## src/rtl/serial_word_receiver.sv

```systemverilog
// Serial word receiver: start bit, S data bits LSB first, even parity, stop bit.
// Good frames are held in a one-word output buffer with a valid/ready handshake.
module serial_word_receiver #(
    parameter int S = 8
) (
    input  logic         clk,
    input  logic         rst,
    input  logic         serin,
    input  logic         serval,
    input  logic         ready,
    output logic [S-1:0] data,
    output logic         valid,
    output logic         perr,
    output logic         ferr,
    output logic         ovr,
    output logic [7:0]   errcnt
);
    localparam int CW = $clog2(S);

    typedef enum logic [1:0] {
        IDLE   = 2'd0,
        DATA   = 2'd1,
        PARITY = 2'd2,
        STOP   = 2'd3
    } state_t;

    state_t        state_r, state_s;
    logic [CW-1:0] cnt_r, cnt_s;
    logic [S-1:0]  shift_r, shift_s;
    logic          par_r, par_s;
    logic [S-1:0]  data_r, data_s;
    logic          valid_r, valid_s;
    logic          perr_r, perr_s;
    logic          ferr_r, ferr_s;
    logic          ovr_r, ovr_s;
    logic [7:0]    errcnt_r, errcnt_s;
    logic          err_s;

    // Returns 1 when the data bits plus parity bit have odd weight.
    function automatic logic parity_bad(input logic [S-1:0] d, input logic p);
        return (^d) ^ p;
    endfunction

    // Next-state, datapath and handshake logic.
    always_comb begin
        state_s  = state_r;
        cnt_s    = cnt_r;
        shift_s  = shift_r;
        par_s    = par_r;
        data_s   = data_r;
        perr_s   = 1'b0;
        ferr_s   = 1'b0;
        ovr_s    = 1'b0;
        if (valid_r && ready) begin
            valid_s = 1'b0;
        end else begin
            valid_s = valid_r;
        end

        if (serval) begin
            case (state_r)
                IDLE: begin
                    if (!serin) begin
                        state_s = DATA;
                        cnt_s   = {CW{1'b0}};
                    end else begin
                        state_s = IDLE;
                    end
                end
                DATA: begin
                    shift_s = {serin, shift_r[S-1:1]};
                    if (cnt_r == CW'(S - 1)) begin
                        state_s = PARITY;
                        cnt_s   = {CW{1'b0}};
                    end else begin
                        cnt_s   = cnt_r + CW'(1);
                    end
                end
                PARITY: begin
                    par_s   = serin;
                    state_s = STOP;
                end
                STOP: begin
                    state_s = IDLE;
                    // Framing errors take precedence so a frame yields at most one pulse.
                    if (!serin) begin
                        ferr_s = 1'b1;
                    end else if (parity_bad(shift_r, par_r)) begin
                        perr_s = 1'b1;
                    end else if (!valid_r || ready) begin
                        data_s  = shift_r;
                        valid_s = 1'b1;
                    end else begin
                        ovr_s = 1'b1;
                    end
                end
                default: begin
                    state_s = IDLE;
                    cnt_s   = {CW{1'b0}};
                end
            endcase
        end else begin
            state_s = state_r;
        end

        err_s = perr_s | ferr_s | ovr_s;
        if (err_s && (errcnt_r != 8'd255)) begin
            errcnt_s = errcnt_r + 8'd1;
        end else begin
            errcnt_s = errcnt_r;
        end
    end

    // State and output registers with asynchronous reset.
    always_ff @(posedge clk or posedge rst) begin
        if (rst) begin
            state_r  <= IDLE;
            cnt_r    <= {CW{1'b0}};
            shift_r  <= {S{1'b0}};
            par_r    <= 1'b0;
            data_r   <= {S{1'b0}};
            valid_r  <= 1'b0;
            perr_r   <= 1'b0;
            ferr_r   <= 1'b0;
            ovr_r    <= 1'b0;
            errcnt_r <= 8'd0;
        end else begin
            state_r  <= state_s;
            cnt_r    <= cnt_s;
            shift_r  <= shift_s;
            par_r    <= par_s;
            data_r   <= data_s;
            valid_r  <= valid_s;
            perr_r   <= perr_s;
            ferr_r   <= ferr_s;
            ovr_r    <= ovr_s;
            errcnt_r <= errcnt_s;
        end
    end

    assign data   = data_r;
    assign valid  = valid_r;
    assign perr   = perr_r;
    assign ferr   = ferr_r;
    assign ovr    = ovr_r;
    assign errcnt = errcnt_r;

endmodule

```

## config.mk

```make
export PLATFORM = sky130hd
export DESIGN_NAME = serial_word_receiver
export DESIGN_NICKNAME = d
export VERILOG_FILES = /design/src/rtl/serial_word_receiver.sv
export SDC_FILE = /design/constraint.sdc
export NUM_CORES = 1
export LEC_CHECK = 0
export ABC_AREA = 1
export ABC_CLOCK_PERIOD_IN_PS = 3500
export CORE_ASPECT_RATIO = 0.8
export CORE_UTILIZATION = 55
export DETAILED_ROUTE_END_ITERATION = 6
export PLACE_DENSITY = 0.93
export RECOVER_POWER = 25
export SLEW_MARGIN = 20
export SYNTH_ARGS = -nofsm -noshare
export SYNTH_HDL_FRONTEND = slang
export SYNTH_SLANG_ARGS = --single-unit
```

## constraint.sdc

```tcl
create_clock -name clk -period 3.5 [get_ports clk]
set_input_delay 0.525 -clock clk [delete_from_list [all_inputs] [get_ports clk]]
set_output_delay 0.525 -clock clk [all_outputs]
set_load 0.05 [all_outputs]
```

## Word-level counts from Yosys, hierarchy flattened

Index checks and enable logic that the tools add are counted.

| word-level totals | value |
|---|---|
| register bits after elaboration | 34 |
| latch bits | 0 |
| memory bits (writable) | 0 |
| ROM bits | 0 |
| bits of input ports | 5 |
| output and inout port bits | 20 |
| memories | 0 |

| operators by class | value |
|---|---|
| add/subtract/negate cells | 2 |
| multipliers | 0 |
| div/mod/pow operators | 0 |
| order comparisons | 0 |
| equality and inequality tests | 7 |
| shift operators | 0 |
| muxes and demuxes | 24 |
| bitwise logic cells | 4 |
| reduce and logical (&&, ||, !) cells | 12 |

Operators with widths:

| operator | count |
|---|---|
| $mux W1 | 19 |
| $add A8 B1 Y8 const B | 1 |
| $ne A8 B8 Y1 const B | 1 |
| $pmux W2 S4 | 1 |
| $reduce_xor A8 Y1 | 1 |
| $mux W3 | 2 |
| $pmux W3 S2 | 1 |
| $reduce_and A2 Y1 | 3 |
| $reduce_and A5 Y1 | 1 |
| $eq A2 B2 Y1 const B | 2 |
| $ne A2 B2 Y1 const B | 2 |
| $add A3 B1 Y3 const B | 1 |
| $eq A3 B3 Y1 const B | 1 |
| $reduce_and A3 Y1 | 1 |
| $eq A2 B1 Y1 const B | 1 |
| $logic_and A1 B1 Y1 | 2 |
| $logic_not A2 Y1 | 1 |
| $mux W2 | 1 |
| $or A1 B1 Y1 | 2 |
| $reduce_bool A2 Y1 | 1 |
| $logic_not A1 Y1 | 1 |
| $logic_or A1 B1 Y1 | 1 |
| $not A1 Y1 | 1 |
| $xor A1 B1 Y1 | 1 |

## Logic depth before layout (Yosys ltp)

Gate-level depths: netlist of run 1.

| depth | value |
|---|---|
| word-level depth | 9 |
| gate-level depth with buffers | 13 |
| mapped depth without buffers | 13 |

## Worst setup path after synthesis of run 1

Ideal clock, no wire load.

| path | value |
|---|---|
| path type | register to register |
| start | reg errcnt_r[0], in the netlist errcnt[0] |
| end | reg errcnt_r[5], in the netlist errcnt[5] |
| setup time | 66 ps |
| data arrival time | 1793 ps |
| path slack | 1641 ps |
| stages on the path, launching flop included | 8 |
| clock period less this slack | 1859 ps |
| cell sequence | dfrtp_1 ha_1 nand3_1 nor2_1 nand4_1 nand2_4 nand2_1 nand2_1 |

| between the ends | value |
|---|---|
| word-level cells in the longest chain between the ends | 2 |
| elaborated cells on any way between the ends | 3 |
| classes of those cells | add/sub: 1; eq/ne: 1; reduce/logical: 1 |

RTL lines:

| what | RTL line | text |
|---|---|---|
| start, declared | 36 | `logic [7:0] errcnt_r, errcnt_s;` |
| start signal, assigned | 137 | `errcnt_r <= errcnt_s;` |
| branches (longest 2 deep; another with $add A8 B1 Y8) | -- |  |

Parallel ways; which one is timed is not known.
A chain may end at the register's enable or synchronous reset.

==> flow_summary.yaml, run 1 <==
floorplanning:
  coreArea_sq_um: 2870
  dieWidth_um: 64.9
  initial_core_util_pct: 60.6
  io_pins: 25
  dieArea_sq_um: 3390
  dieHeight_um: 52.3
  rows: 17
global_routing:
  antenna_found_initial: 0
  grt_pass1_vias: 1238
  grt-ovfl-total: 0
  grt.total_usage_pct: 22.2
  grt_pass1_wl_mm: 5.49
  grt_max_degree: 35
sta:
  slew_headroom_pct: -16.7
  setup_viol: 0
  finalMaxSlewViolations: 35
  period_needed_ns: 2.33
  clock_skew_ns: 0.00874
  fmax_ghz: 0.429
  finalCritPeriodShare_pct: 66.6
  worstMarginPinSlew_ns: 1.75
  tns_ns: 0
  finalHoldViolations: 0
  rsz0062_at_grt: "false"
worst_setup_path:
  startpoint: "rst"
  start_kind: "input pin"
  cp.required_ns: 3.56
  r2r-start: "state_r[1]"
  r2r_setup_slack_ns: 1.56
  max_stage_delay_ns: 1.26
  end_kind: "async pin"
  worstPathCellList: "dlygate4sd3_1 -> inv_1 -> clkbuf_1"
  cp.arrival_ns: 2.39
  worstSetupEndpoint: "cnt_r[0]"
  critPathMaxFanout: 34
  critPathSlowestCell: "clkbuf_1"
  r2r_cells: 6
  setup.worst_path.class: "input pin to async pin"
  reg2reg_to: "cnt_r[0]"
run:
  cap_violations: 1
finish:
  fin_nets: 243
  n_antenna_cell: 0
  postLayoutCellArea_sq_um: 2100
  fin_util_pct: 73.2
  drive_gt1_share_pct: 9.48
  final_cells: 270
  area_growth_syn_to_layout_pct: 20.9
logic_synthesis:
  ys_ff_latch: 34
  ys_warn_count: 0
  synth.distinct_cells: 27
  yosysTopAreaCell: "dfrtp_1"
  synth-seq-area-share_pct: 48.9
  synth.area.top_cells: "dfrtp_1 (49%), nand2_1 (13%), inv_1 (5.2%)"
  synth_cells: 201
  synthesis.nets: 213
  synth_top_area_share_pct: 48.9
  syn-cell-area_sq_um: 1740
  synth_area_per_cell_sq_um: 8.65
clock_tree:
  ctsHoldBuffers: 0
  cts_resized: 0
  clockBufferDepth: 2
  cts_tree: "built"
  clock-sinks: 34
  clock_latency_ns: 0.28
  cts_buffers: 5
  clkTransAtPathRegs_ns: 0.07
  cts_max_level: 2
  cts_setup_buffers: 0
  clockRootBuffer: "clkbuf_8"
detailed_routing:
  first_pass_iters: 4
  via_per_inst: 5.17
  drt_wl_total_mm: 3.15
  wl_per_cell_um: 11.7
  drt_iter0_markers: 94
  drtAntennaViolNets: 0
  routed-via-count: 1396
  drc_errors: 0
placed_design:
  routabilityCongestion: 0.759
  portBuffers: 24
  place_inst: 262
  dpl_cell_area_sq_um: 2020
  dp_hpwl_mm: 2.44
status:
  status: "finished with violations"
  violations: "max-capacitance violations, max-slew violations"
worst_hold_path:
  hold_depth: 1
  hold_class: "flop to flop"
  hp-start: "data[3]"
power:
  p_total_mw: 1.95
  power_leakage_nw: 1.05
  p_per_area_nw_per_um2: 928
  max-vdd-ir-drop_mv: 0.391
## cells in the mapped netlist, drive strengths merged
cell type,count
o21ai,12
dfrtp,34
nand2,62
a31oi,1
nand4,1
inv,29
buf,1
clkbuf,1
a21oi,4
nor3,3
xnor2,2
nand3,18
ha,7
o21a,7
a31o,1
nor2,11
o22ai,1
nor4,1
xor2,5
## metrics by stage
step	setup WS [ns]	hold WS, ns
2_1_floorplan	1.64	0.496
3_3_place_gp	1.33	0.473
3_5_place_dp	1.25	0.481
4_1_cts	1.42	0.496
5_1_grt	0.772	0.510
6_report	1.17	0.491
## cell type report
| class | instances | area (sq um) |
|---|---|---|
| clock inverter | 1 | 5.00 |
| multi-input combinational | 136 | 761 |
| fill | 195 | 768 |
| timing repair buffer | 25 | 244 |
| sequential | 34 | 851 |
| inverter | 29 | 109 |
| clock buffer | 7 | 86.3 |
| tap | 38 | 47.5 |
## routing by layer
layer	routed length [um]	up-vias	track usage (%)
met5	0	-	0
met4	19	0	5.56
met1	1510	660	28.7
met3	121	5	8.48
met2	1500	29	35.1
li1	-	702	-
## how the worst min path moves through the flow
stage / to / slack, ns
3_3_place_gp: data[1] / 0.47
4_1_cts: data[0] / 0.50
5_1_grt: data[3] / 0.51
3_5_place_dp: data[0] / 0.48
6_report: data[3] / 0.49
2_1_floorplan: shift_r[0] / 0.50
## flip-flops by register name, summed over array words and instances (netlist names)
name     flops
errcnt       8
par_r        1
perr         1
data         8
state_r      2
ferr         1
shift_r      8
valid        1
ovr          1
cnt_r        3
## placed cells by master (no fill, tap or decap)
cell type / count
nand2_1: 58
dfrtp_1: 34
inv_1: 24
clkdlybuf4s50_1: 23
nand3_1: 16
o21ai_0: 12
nor2_1: 9
o21a_1: 7
ha_1: 7
clkbuf_8: 6
inv_2: 5
xor2_1: 5
a21oi_1: 4
nand2_2: 2
nand2_4: 2
nor3_1: 2
xnor2_1: 2
clkbuf_1: 2
o22ai_1: 1
a31o_2: 1
nor2_4: 1
nand3_2: 1
nor3_2: 1
nor2_8: 1
nor4_1: 1
nand3_4: 1
nand4_1: 1
a31oi_1: 1
clkinv_2: 1
dlygate4sd3_1: 1
## kinds of logic after synthesis
family          synth area share (%)
fa+ha+maj                       5.04
buf+inv                         7.34
simple gates                    26.3
xor+xnor                        3.53
compound gates                  8.85
flops                           48.9
## worst max-delay path: cells and delay by family
family / cells / cell delay (ns)
buffers and inverters: 3 / 1.85
## power by group
part	switching, mW	total, mW	internal (mW)
Sequential	0.120	0.663	0.542
Combinational	0.652	1.00	0.347
Clock	0.131	0.289	0.158
Total	0.904	1.95	1.05
(Power assumes the default switching activity.)
==> inputs of run 2 (changes only) <==
ABC_CLOCK_PERIOD_IN_PS = 2440   (was 3500)
CORE_UTILIZATION = 53   (was 55)
PLACE_DENSITY = 0.9   (was 0.93)
clock period = 2.44 ns   (was 3.5 ns; I/O delays follow)
==> run 2 against run 1 <==
Net effect:
- first-iteration DRC count fell by 39%
- register-to-register slack worse by 0.82 ns
- critical path depth is 2 lower
- cell count rose by 1.1%
- highest routed layer unchanged
- non-clock buffer count rose by 1
- sequential power is 43% higher
- critical path type is now flop to output pin
- clock skew decreased by 0.0025 ns
- sequential share of layout area is 0.22 points lower
- global-route usage is 1.2 points lower
- the flow now finishes without violations
- critical endpoint is now errcnt[5]
- sequential cell count unchanged
- wire length fell by 5.1%
- combinational power rose by 44%
==> flow_summary.yaml, run 2 (same netlist as run 1, synthesis figures left out) <==
worst_hold_path:
  hold_end: "data[6]"
  hp-start: "data[6]"
  hold_class: "flop to flop"
  hold_depth: 1
worst_setup_path:
  max_stage_delay_ns: 0.83
  cp.required_ns: 2.07
  cpLargestDelayFamily: "buffers and inverters"
  reg2reg_to: "errcnt[5]"
  path_buf_inv: 1
  worstPathCellList: "clkdlybuf4s50_1"
  cp.arrival_ns: 1.56
  r2r_cells: 7
  critPathMaxFanout: 6
  r2r-start: "errcnt[0]"
  critPathSlowestCell: "clkdlybuf4s50_1"
  start_kind: "flop"
  end_kind: "output pin"
  r2r_setup_slack_ns: 0.74
  setup.worst_path.class: "flop to output pin"
detailed_routing:
  first_pass_iters: 4
  drt_wl_total_mm: 2.99
  via_per_inst: 4.86
  drc_errors: 0
  drtAntennaViolNets: 0
  wl_per_cell_um: 11.0
  routed-via-count: 1327
  drt_iter0_markers: 57
sta:
  setup_viol: 0
  finalWorstSetupSlack_ns: 0.516
  tns_ns: 0
  period_needed_ns: 1.92
  finalHoldViolations: 0
  rsz0062_at_grt: "false"
  slew_headroom_pct: 46.5
  fmax_ghz: 0.520
  finalMaxSlewViolations: 0
  whs_ns: 0.490
  finalCritPeriodShare_pct: 78.9
  clock_skew_ns: 0.00626
  worstMarginPinSlew_ns: 0.802
placed_design:
  dp_hpwl_mm: 2.33
  dp_slack_ns: 0.396
  place_inst: 265
  routabilityCongestion: 0.753
  portBuffers: 24
power:
  max-vdd-ir-drop_mv: 0.551
  p_total_mw: 2.80
  p_per_area_nw_per_um2: 1320
  power_leakage_nw: 1.06
clock_tree:
  cts_setup_buffers: 0
  clockRootBuffer: "clkbuf_8"
  cts_buffers: 5
  clock_latency_ns: 0.28
  clockBufferDepth: 2
  clkTransAtPathRegs_ns: 0.07
  cts_max_level: 2
  cts_tree: "built"
  cts_resized: 0
  clock-sinks: 34
  ctsHoldBuffers: 0
global_routing:
  grt-ovfl-total: 0
  grt_pass1_wl_mm: 5.23
  grt_max_degree: 35
  antenna_found_initial: 0
  grt_pass1_vias: 1176
  grt.total_usage_pct: 21.0
finish:
  area_growth_syn_to_layout_pct: 21.6
  final_cells: 273
  n_antenna_cell: 0
  fin_nets: 244
  mostFrequentLayoutCell: "nand2_1"
  drive_gt1_share_pct: 10.3
  final_cell_mix: "nand2_1 (58), dfrtp_1 (34), inv_1 (24)"
floorplanning:
  coreArea_sq_um: 3110
  dieArea_sq_um: 3520
  io_pins: 25
  initial_core_util_pct: 56.0
  dieHeight_um: 53.2
  dieWidth_um: 66.0
  rows: 18
run:
  cap_violations: 0
status:
  status: "completed"
-- run 2: worst max-delay path by stage --
stage          depth (start not counted)  startpoint        end  slack (ns)
5_1_grt                                1   errcnt[5]  errcnt[5]        0.46
2_1_floorplan                          7   errcnt[0]  errcnt[5]        0.58
6_report                               1   errcnt[5]  errcnt[5]        0.52
3_3_place_gp                           8      serval  errcnt[1]        0.44
4_1_cts                                1   errcnt[5]  errcnt[5]        0.51
3_5_place_dp                           8      serval  errcnt[6]        0.40
-- run 2: metal layers --
layer	up-vias	part of all wire, %	wire, um	global-route usage (%)
met5	-	0	0	0
met4	0	1.8	53	8.51
met3	5	4.5	135	6.47
met2	24	43	1300	31.3
met1	592	50	1510	28.5
li1	706	-	-	-
-- run 2: metrics by stage --
stage	util (%)	area, sq um
finish	68.0	2110
global route	68.0	2110
CTS	68.1	2120
detailed placement	65.2	2030
global placement	65.2	2030
floorplan	-	1740
-- run 2: report_power, final --
part           internal (mW)  leakage [nW]  total, mW  switching, mW
combinational          0.503         0.579       1.44          0.937
sequential             0.778         0.434      0.946          0.168
clock                  0.227        0.0482      0.414          0.187
total                   1.51          1.06       2.80           1.29
-- run 2: cell type report --
cell class | instances | area [sq um]
clock inverter | 1 | 5.00
multi-input combinational | 136 | 761
sequential | 34 | 851
fill | 263 | 993
clock buffer | 7 | 86.3
timing repair buffer | 26 | 253
tap | 40 | 50.0
inverter | 29 | 109
